File: config.mk
export PLATFORM = sky130hd
export DESIGN_NAME = skolem_sweep_ctrl_flat
export DESIGN_NICKNAME = d
export VERILOG_FILES = /design/src/rtl/skolem_sweep_ctrl_if.sv /design/src/rtl/skolem_sweep_ctrl.sv /design/src/flat_wrapper.sv
export SDC_FILE = /design/constraint.sdc
export NUM_CORES = 1
export LEC_CHECK = 0
export CAP_MARGIN = 20
export CORE_UTILIZATION = 45
export DETAILED_ROUTE_END_ITERATION = 12
export DONT_BUFFER_PORTS = 1
export GPL_TIMING_DRIVEN = 0
export PLACE_DENSITY = 0.67
export SETUP_SLACK_MARGIN = 0.3
export SLEW_MARGIN = 20
export SYNTH_ARGS = -nofsm -noshare
export SYNTH_HDL_FRONTEND = slang
export SYNTH_SLANG_ARGS = --single-unit
File: constraint.sdc
create_clock -name clk -period 1.9 [get_ports clk]
set_clock_uncertainty 0.2 [all_clocks]
set_input_delay 0.285 -clock clk [delete_from_list [all_inputs] [get_ports clk]]
set_output_delay 0.285 -clock clk [all_outputs]
set_load 0.02 [all_outputs]
File: src/rtl/skolem_sweep_ctrl_if.sv
// Handshake bundle between the host/checker side and the sweep sequencer.
interface skolem_sweep_ctrl_if #(
    parameter int N_IN = 8
);
    logic            start;
    logic            abort;
    logic            stop_on_fail;
    logic [N_IN-1:0] vec_out;
    logic            vec_valid;
    logic            chk_ok;
    logic            busy;
    logic            done;
    logic            pass;
    logic [N_IN:0]   fail_cnt;
    logic [N_IN-1:0] first_fail;
    logic            first_fail_vld;

    modport master (
        output start, abort, stop_on_fail, chk_ok,
        input  vec_out, vec_valid, busy, done, pass, fail_cnt, first_fail, first_fail_vld
    );

    modport slave (
        input  start, abort, stop_on_fail, chk_ok,
        output vec_out, vec_valid, busy, done, pass, fail_cnt, first_fail, first_fail_vld
    );
endinterface

File: src/rtl/skolem_sweep_ctrl.sv
// Exhaustive sweep sequencer: issues every N_IN-bit assignment once per cycle,
// scores the checker verdict LAT cycles later and reports count/first/pass.
module skolem_sweep_ctrl #(
    parameter int N_IN = 8,
    parameter int LAT  = 2
) (
    input  logic               clk,
    input  logic               rst,
    skolem_sweep_ctrl_if.slave bus
);
    typedef enum logic [1:0] {S_IDLE, S_DRIVE, S_DRAIN, S_DONE} state_t;

    state_t          state;
    logic [N_IN:0]   cnt_p0;            // next vector to issue; MSB set = space exhausted
    logic [N_IN-1:0] vec_p0;
    logic            vld_p0;
    logic            sol_q;
    logic            busy_q;
    logic            done_q;
    logic            pass_q;
    logic [N_IN:0]   fail_cnt_q;
    logic [N_IN-1:0] first_fail_q;
    logic            first_fail_vld_q;

    logic            tap_vld;
    logic [N_IN-1:0] tap_vec;
    logic            pend;
    logic            flush;
    logic            fail_hit;
    logic [N_IN:0]   fail_cnt_nxt;

    assign flush        = bus.abort && (state == S_DRIVE || state == S_DRAIN);
    assign fail_hit     = tap_vld && !bus.chk_ok;
    assign fail_cnt_nxt = fail_cnt_q + {{N_IN{1'b0}}, fail_hit};

    generate
        if (LAT == 0) begin : g_nodly
            // verdict belongs to the vector on vec_out this very cycle
            assign tap_vld = vld_p0;
            assign tap_vec = vec_p0;
            assign pend    = 1'b0;
        end else begin : g_dly
            logic [N_IN-1:0] dly_vec_p [LAT];
            logic            dly_vld_p [LAT];

            // shift {valid, vector} toward the scoring tap; only valids are cleared
            always_ff @(posedge clk) begin
                dly_vec_p[0] <= vec_p0;
                dly_vld_p[0] <= vld_p0;
                for (int i = 1; i < LAT; i++) begin
                    dly_vec_p[i] <= dly_vec_p[i-1];
                    dly_vld_p[i] <= dly_vld_p[i-1];
                end
                if (rst || flush) begin
                    for (int i = 0; i < LAT; i++) dly_vld_p[i] <= 1'b0;
                end
            end

            // entries that will still be in flight after the current edge
            always_comb begin
                pend = 1'b0;
                for (int i = 0; i < LAT - 1; i++) pend = pend | dly_vld_p[i];
            end

            assign tap_vld = dly_vld_p[LAT-1];
            assign tap_vec = dly_vec_p[LAT-1];
        end
    endgenerate

    // sweep FSM, vector issue, scoring and result registers
    always_ff @(posedge clk) begin
        done_q <= 1'b0;
        if (rst) begin
            state            <= S_IDLE;
            cnt_p0           <= '0;
            vec_p0           <= '0;
            vld_p0           <= 1'b0;
            sol_q            <= 1'b0;
            busy_q           <= 1'b0;
            pass_q           <= 1'b0;
            fail_cnt_q       <= '0;
            first_fail_q     <= '0;
            first_fail_vld_q <= 1'b0;
        end else begin
            if (fail_hit && !flush) begin
                fail_cnt_q <= fail_cnt_nxt;
                if (!first_fail_vld_q) begin
                    first_fail_q     <= tap_vec;
                    first_fail_vld_q <= 1'b1;
                end
            end
            unique case (state)
                S_IDLE: begin
                    if (bus.start && !bus.abort) begin
                        state            <= S_DRIVE;
                        busy_q           <= 1'b1;
                        vec_p0           <= '0;
                        vld_p0           <= 1'b1;
                        cnt_p0           <= {{N_IN{1'b0}}, 1'b1};
                        sol_q            <= bus.stop_on_fail;
                        pass_q           <= 1'b0;
                        fail_cnt_q       <= '0;
                        first_fail_q     <= '0;
                        first_fail_vld_q <= 1'b0;
                    end
                end
                S_DRIVE: begin
                    if (bus.abort) begin
                        state  <= S_IDLE;
                        busy_q <= 1'b0;
                        vld_p0 <= 1'b0;
                        pass_q <= 1'b0;
                    end else if (cnt_p0[N_IN] || (sol_q && fail_hit)) begin
                        vld_p0 <= 1'b0;
                        cnt_p0 <= '0;
                        if (LAT == 0) begin
                            state  <= S_DONE;
                            busy_q <= 1'b0;
                            done_q <= 1'b1;
                            pass_q <= (fail_cnt_nxt == '0);
                        end else begin
                            state <= S_DRAIN;
                        end
                    end else begin
                        vec_p0 <= cnt_p0[N_IN-1:0];
                        cnt_p0 <= cnt_p0 + 1'b1;
                    end
                end
                S_DRAIN: begin
                    if (bus.abort) begin
                        state  <= S_IDLE;
                        busy_q <= 1'b0;
                        pass_q <= 1'b0;
                    end else if (!pend) begin
                        state  <= S_DONE;
                        busy_q <= 1'b0;
                        done_q <= 1'b1;
                        pass_q <= (fail_cnt_nxt == '0);
                    end
                end
                S_DONE: begin
                    state <= S_IDLE;
                end
                default: state <= S_IDLE;
            endcase
        end
    end

    assign bus.vec_out        = vec_p0;
    assign bus.vec_valid      = vld_p0;
    assign bus.busy           = busy_q;
    assign bus.done           = done_q;
    assign bus.pass           = pass_q;
    assign bus.fail_cnt       = fail_cnt_q;
    assign bus.first_fail     = first_fail_q;
    assign bus.first_fail_vld = first_fail_vld_q;
endmodule

File: src/flat_wrapper.sv
// flat-port wrapper written by rule: the top's interface ports become plain ports
module skolem_sweep_ctrl_flat 
#(
    parameter int N_IN = 8,
    parameter int LAT  = 2
)
  (clk, rst, bus_start, bus_abort, bus_stop_on_fail, bus_chk_ok, bus_vec_out, bus_vec_valid, bus_busy, bus_done, bus_pass, bus_fail_cnt, bus_first_fail, bus_first_fail_vld);
  skolem_sweep_ctrl_if #(.N_IN(N_IN)) bus_i ();
  input  logic clk;
  input  logic rst;
  input wire logic [$bits(bus_i.start)-1:0] bus_start;
  input wire logic [$bits(bus_i.abort)-1:0] bus_abort;
  input wire logic [$bits(bus_i.stop_on_fail)-1:0] bus_stop_on_fail;
  input wire logic [$bits(bus_i.chk_ok)-1:0] bus_chk_ok;
  output wire logic [$bits(bus_i.vec_out)-1:0] bus_vec_out;
  output wire logic [$bits(bus_i.vec_valid)-1:0] bus_vec_valid;
  output wire logic [$bits(bus_i.busy)-1:0] bus_busy;
  output wire logic [$bits(bus_i.done)-1:0] bus_done;
  output wire logic [$bits(bus_i.pass)-1:0] bus_pass;
  output wire logic [$bits(bus_i.fail_cnt)-1:0] bus_fail_cnt;
  output wire logic [$bits(bus_i.first_fail)-1:0] bus_first_fail;
  output wire logic [$bits(bus_i.first_fail_vld)-1:0] bus_first_fail_vld;
  assign bus_i.start = bus_start;
  assign bus_i.abort = bus_abort;
  assign bus_i.stop_on_fail = bus_stop_on_fail;
  assign bus_i.chk_ok = bus_chk_ok;
  assign bus_vec_out = bus_i.vec_out;
  assign bus_vec_valid = bus_i.vec_valid;
  assign bus_busy = bus_i.busy;
  assign bus_done = bus_i.done;
  assign bus_pass = bus_i.pass;
  assign bus_fail_cnt = bus_i.fail_cnt;
  assign bus_first_fail = bus_i.first_fail;
  assign bus_first_fail_vld = bus_i.first_fail_vld;
  skolem_sweep_ctrl #(.N_IN(N_IN), .LAT(LAT)) u_core (.clk(clk), .rst(rst), .bus(bus_i));
endmodule
# == Word-level counts from Yosys, hierarchy flattened ==
# Memories as Yosys holds them, arrays and structs flattened.
# Index checks and enable logic that the tools add are counted.
# totals
ramBits,18
in_bits,6
output_inout_bits,30
regBits,42
mem_count,2
# mem_list
name,words,word_bits,read_ports,rd_ports_with_merged_regs,write_ports,line,text
u_core.g_dly.dly_vec_p,2,8,2,0,2,skolem_sweep_ctrl.sv:43,logic [N_IN-1:0] dly_vec_p [LAT];
u_core.g_dly.dly_vld_p,2,1,2,0,2,skolem_sweep_ctrl.sv:44,logic dly_vld_p [LAT];
# classes
n_addsub,2
muxes,41
bitwise,3
reduce_logical,22
eq_ne,9
# ops
cell,count
2-to-1 mux 8 bit,7
2-to-1 mux 9 bit,6
case mux 9 bit (2 select lines),1
2-to-1 mux 1 bit,17
case mux 8 bit (2 select lines),1
2-to-1 mux 2 bit,5
adder 9 x 1 -> 9 bit,1
adder 9 x 1 -> 9 bit (second input constant),1
logical NOT 9 bit,1
AND reduction 3 bit,3
case mux 2 bit (4 select lines),1
AND reduction 4 bit,2
inequality test 2 bit (second input constant),3
inequality test 3 bit (second input constant),2
case mux 1 bit (3 select lines),2
logical AND 1 bit,5
equality test 2 bit (second input constant),2
logical NOT 1 bit,3
logical OR 1 bit,3
nonzero test 3 bit,1
OR reduction 3 bit,1
equality test 2 x 1 -> 1 bit (second input constant),1
logical NOT 2 bit,1
inequality test 2 x 1 -> 1 bit (second input constant),1
other kinds (5),6

# == Longest topological paths before layout ==
# depth
depth_word,8
mapped_depth,8
depth_no_buf,7

# == Worst setup path before layout ==
# Ideal clock, no wire load.
# synth_timing
path_kind,input to register
startpoint,in bus_chk_ok
endpoint,"reg u_core.fail_cnt_q[7], in the netlist u_core.bus.fail_cnt[7]"
n_path_buf,1
arrival_time_ns,1.687
setup_slack_ns,-0.104
cell_stages,8
path_cell_list,nand2b_1 -> clkbuf_1 -> inv_1 -> ha_1 -> nand3_1 -> nor4_1 -> xnor2_1 -> nor2_1
# synth_between
elab_chain_len,6
word_cells_on_any_way,7
classes_between,add/sub (1); mux (3); reduce/logical (3)
# synth_rtl
element,line,text
"start, declared",flat_wrapper.sv:14,input wire logic [$bits(bus_i.chk_ok)-1:0] bus_chk_ok;
logical NOT 1 bit (*),skolem_sweep_ctrl.sv:33,assign fail_hit = tap_vld && !bus.chk_ok;
logical AND 1 bit (*),skolem_sweep_ctrl.sv:33,
adder 9 x 1 -> 9 bit or logical AND 1 bit (tied branches),"skolem_sweep_ctrl.sv:34, skolem_sweep_ctrl.sv:85",
2-to-1 mux 9 bit (*),skolem_sweep_ctrl.sv:85,if (fail_hit && !flush) begin
2-to-1 mux 9 bit,skolem_sweep_ctrl.sv:94,if (bus.start && !bus.abort) begin
2-to-1 mux 9 bit (*),skolem_sweep_ctrl.sv:92,unique case (state)
"end signal, assigned",skolem_sweep_ctrl.sv:86,fail_cnt_q <= fail_cnt_nxt;
"end, declared",skolem_sweep_ctrl.sv:21,logic [N_IN:0] fail_cnt_q;
# Every way passes the cells marked *; elsewhere a longest branch is shown, timed or not.
# A chain may end at the register's enable or synchronous reset.

# == Worst setup path after layout ==
# layout_timing
startpoint,reg u_core.state[1]
endpoint,"reg u_core.pass_q, in the netlist u_core.bus.pass"
# layout_between
elab_chain_len,3
word_cells_on_any_way,9
classes_between,eq/ne (5); mux (1); reduce/logical (3)
# layout_rtl
element,line,text
"start, declared",skolem_sweep_ctrl.sv:13,state_t state;
"start signal, assigned",skolem_sweep_ctrl.sv:74,state <= S_IDLE;
"start signal, assigned",skolem_sweep_ctrl.sv:95,state <= S_DRIVE;
"start signal, assigned",skolem_sweep_ctrl.sv:109,state <= S_IDLE;
"equality test 2 bit, or another cell as far along",skolem_sweep_ctrl.sv:92,
"inequality test 3 bit (no line), or another cell as far along",n/a,
AND reduction 4 bit (no line),n/a,
"end signal, assigned",skolem_sweep_ctrl.sv:120,pass_q <= (fail_cnt_nxt == '0);
"end signal, assigned",skolem_sweep_ctrl.sv:138,pass_q <= (fail_cnt_nxt == '0);
"end, declared",skolem_sweep_ctrl.sv:20,logic pass_q;
# Several ways; a longest one is shown, not always the timed one.

==> flow_summary.yaml <==
run_status:
  run_status: "finished, violations left"
  violated_checks: "setup timing"
critical_path:
  setup.reg_to_reg.worst_slack_ns: -0.01
  startpoint_to_endpoint_class_of_the_critical_path: "flop to flop"
  crit_fanout: 4
  data_arrival_critical_path_ns: 1.96
  critical_path.reg2reg.endpoint: "u_core.bus.pass"
  rr_worst_depth: 6
  cp-start-kind: "flop"
  startpoint_of_the_worst_register_to_register_path: "u_core.state[1]"
  crit_required_ns: 1.95
  end_kind: "flop"
clock_network:
  cts_htree_levels: 3
  worstSkewPairLatency_ns: 0.34
  clkTransAtPathRegs_ns: 0.07
  clock-root-buffer: "clkbuf_8"
  cts_max_path_buffers: 2
  clock-sinks: 60
  tritoncts.num_buffers: 9
  cts_tree: "done"
hold_path:
  hold_depth: 3
  holdPathEnd: "u_core.bus.fail_cnt[0]"
  worst_hold_path_type: "input pin to flop"
  hold_start: "rst"
final_layout:
  ff_latch_area_sq_mm: 0.00122
  multi_input_comb_area_sq_mm: 0.00152
  fillers: 402
  flow.area_growth_from_synthesis_pct: 39.0
  post_route_cells_drive_above_1_share: 0.378
  fin_nets: 305
  final_util: 0.660
  num_antenna_cells: 0
global_routing:
  grt_remaining_overflow: 0
  pin_count_of_the_biggest_net_entering_global_routing: 13
  initial_antenna_violation_count: 0
  wire_length_of_the_first_global_routing_pass_mm: 8.65
  grt_util_all_layers: 0.207
  via_count_of_the_first_global_routing_pass: 1802
pwr:
  power.share.sequential: 0.449
  ir_drop_uv: 456
  power.share.switching: 0.275
  power.net_switching_mw: 0.799
  int_power_mw: 2.11
  power.density_mw_per_mm2: 850
  pwr-share-clk: 0.401
  comb_power_share: 0.150
  leakage_nw: 1.22
floorplanning:
  ioPinCount: 36
  floorplan.die.width_microns: 75.9
  rows: 26
  die_h_microns: 75.9
  floorplan.die_area_sq_mm: 0.00576
  floorplan.core_area_sq_mm: 0.00517
  initial_core_utilization: 0.475
route:
  detail_route.iter0.violations: 83
  via_count: 1943
  drt_wl_total_mm: 5.82
  post_drt_via_cell_ratio: 5.31
  drt-pass1-iter-count: 4
  route.detailed.drc: 0
  detail-route-antenna-nets: 0
  routedWlPerCell_microns: 15.9
logic_synthesis:
  synthCells: 254
  post_synth_instance_area_sq_mm: 0.00246
  synth-seq-area-share: 0.489
  synth-main-ff-cell: "dfxtp_1"
  ys_seq_elements: 60
  number_of_synthesis_warnings: 0
  async_reset_ff_frac: 0
  synth_fp_nets: 268
  post_synth_num_cell_types: 47
  synth-edff-count: 0
  synth.avg_cell_area_sq_um: 9.67
sta:
  final.period_utilization: 1.01
  setup_repair_after_global_routing_missed_its_margin: "true"
  report.final.hold_viol_count: 0
  post_layout_minimum_cycle_time_ns: 1.91
  timing.fmax_mhz: 524
  timing_worst_slew_pin_value_ns: 0.624
  hold_ws_ns: 0.0501
  timing.slew.headroom: 0.584
  setup_viol_count_final: 1
  final.setup.worst_slack_ns: -0.00963
  slew_viols_final: 0
placed_design:
  gp_congestion: 0.824
  dp.final_hpwl_mm: 3.38
  buffer_ports.inserted: 0
flow_run:
  maxCapViolations: 0
## sequential cells by signal, summed over array words and instances (netlist names), 2 cells and up
name and flops:
u_core.cnt_p0 9, u_core.bus.first_fail 8, u_core.g_dly.dly_vld_p 2, u_core.state 2
u_core.bus.fail_cnt 9, u_core.g_dly.dly_vec_p 16, u_core.bus.vec_out 8
## through the flow
stage / instance area [sq um] / setup slack, ns / total power, mW / TNS, ns / cells
finish: 3420 / -0.00963 / 2.90 / -0.00963 / 366
CTS: 3230 / 0.0644 / 2.87 / 0 / 361
floorplan: 2570 / 0.0552 / 1.53 / 0 / 254
global placement: 2660 / -0.0967 / 1.58 / -1.51 / 324
detailed placement: 2660 / -0.117 / 1.58 / -1.64 / 324
global route: 3420 / -0.0478 / 3.00 / -0.164 / 366
## timing repair
action                                 in CTS  in global routing
setup endpoints to repair                  36                 40
setup buffers                              17                  5
gates cloned                                2                  0
endpoints found under the hold margin       8                  0
resized for setup                          45                 40
hold buffers                                2                  0
pin swaps                                  27                 22
## layout by cell type, fill, tap and decap left out, types with 4 or more instances in the layout
| cell type | netlist | layout |
|---|---|---|
| a21oi_2 | 0 | 7 |
| clkinv_4 | 0 | 4 |
| nand4_1 | 6 | 6 |
| nor2_1 | 32 | 31 |
| o21ai_1 | 0 | 6 |
| buf_6 | 2 | 9 |
| buf_4 | 0 | 16 |
| a21oi_1 | 15 | 8 |
| ha_4 | 0 | 5 |
| o21ai_0 | 12 | 5 |
| dfxtp_2 | 0 | 6 |
| nor4_4 | 1 | 5 |
| nand2_1 | 17 | 10 |
| mux2i_1 | 10 | 10 |
| buf_12 | 0 | 4 |
| nand2_2 | 0 | 4 |
| xnor2_1 | 11 | 11 |
| dfxtp_1 | 60 | 52 |
| clkbuf_8 | 0 | 10 |
| xor2_1 | 5 | 5 |
## power groups by stage
stage	registers (mW)	clock network [mW]	logic (mW)
5_1_grt	1.30	1.23	0.460
4_1_cts	1.30	1.18	0.386
2_1_floorplan	1.33	0	0.204
6_report	1.30	1.17	0.436
3_3_place_gp	1.33	0	0.247
3_5_place_dp	1.33	0	0.247
## worst max-delay path by stage
stage	start	to	slack (ns)
floorplan	u_core.state[0]	u_core.bus.first_fail[0]	0.06
global placement	u_core.state[0]	u_core.bus.first_fail[4]	-0.1
detailed placement	u_core.state[0]	u_core.bus.first_fail[7]	-0.12
CTS	u_core.state[1]	u_core.cnt_p0[0]	0.06
global route	u_core.state[1]	u_core.bus.busy	-0.05
finish	u_core.state[1]	u_core.bus.pass	-0.01
## cell usage after synthesis (all sizes together), types with 3 or more instances
cell	count	area share
nor4b	3	0.011
nand3	6	0.012
inv	6	0.0092
clkbuf	5	0.0076
dfxtp	60	0.49
xnor2	11	0.039
nor4	5	0.021
nor2	32	0.049
buf	6	0.017
xor2	5	0.018
nand2b	4	0.010
ha	8	0.041
nand4	6	0.015
o21a	3	0.0092
a21oi	15	0.031
mux2i	11	0.046
o21ai	12	0.024
nand2	17	0.026
nor3	7	0.019
## layout make-up
| type | count | area share |
|---|---|---|
| multi-input combinational | 177 | 0.444 |
| sequential | 60 | 0.356 |
| timing repair buffer | 26 | 0.0751 |
| clock buffer | 9 | 0.0363 |
| buffer | 11 | 0.0293 |
| tap | 70 | 0.0256 |
| clock inverter | 7 | 0.0227 |
| inverter | 6 | 0.0110 |
## critical path: stages, from the launching register on
cell and delay, ns:
dfxtp_4 0.36, buf_4 0.14, ha_4 0.17, and3b_2 0.22, a2111oi_4 0.31, nand4_1 0.19, o31ai_2 0.23
## per-layer routing
metal  vias up  part of all wire  GRT usage
met2        40              0.50      0.343
met5         -                 0          0
met3        11             0.041     0.0516
met1       924              0.44      0.243
li1        968                 -          -
met4         0             0.016      0.117
## kinds of logic (layout without fill, tap and decap cells)
group | count (synthesis) | count (layout) | share of synthesized area
simple gates | 96 | 96 | 0.211
flops | 60 | 60 | 0.489
compound gates | 46 | 46 | 0.122
buf+inv | 17 | 59 | 0.0341
xor+xnor | 16 | 16 | 0.0570
mux | 11 | 11 | 0.0463
fa+ha+maj | 8 | 8 | 0.0407
Power figures use the tool's default switching activity.
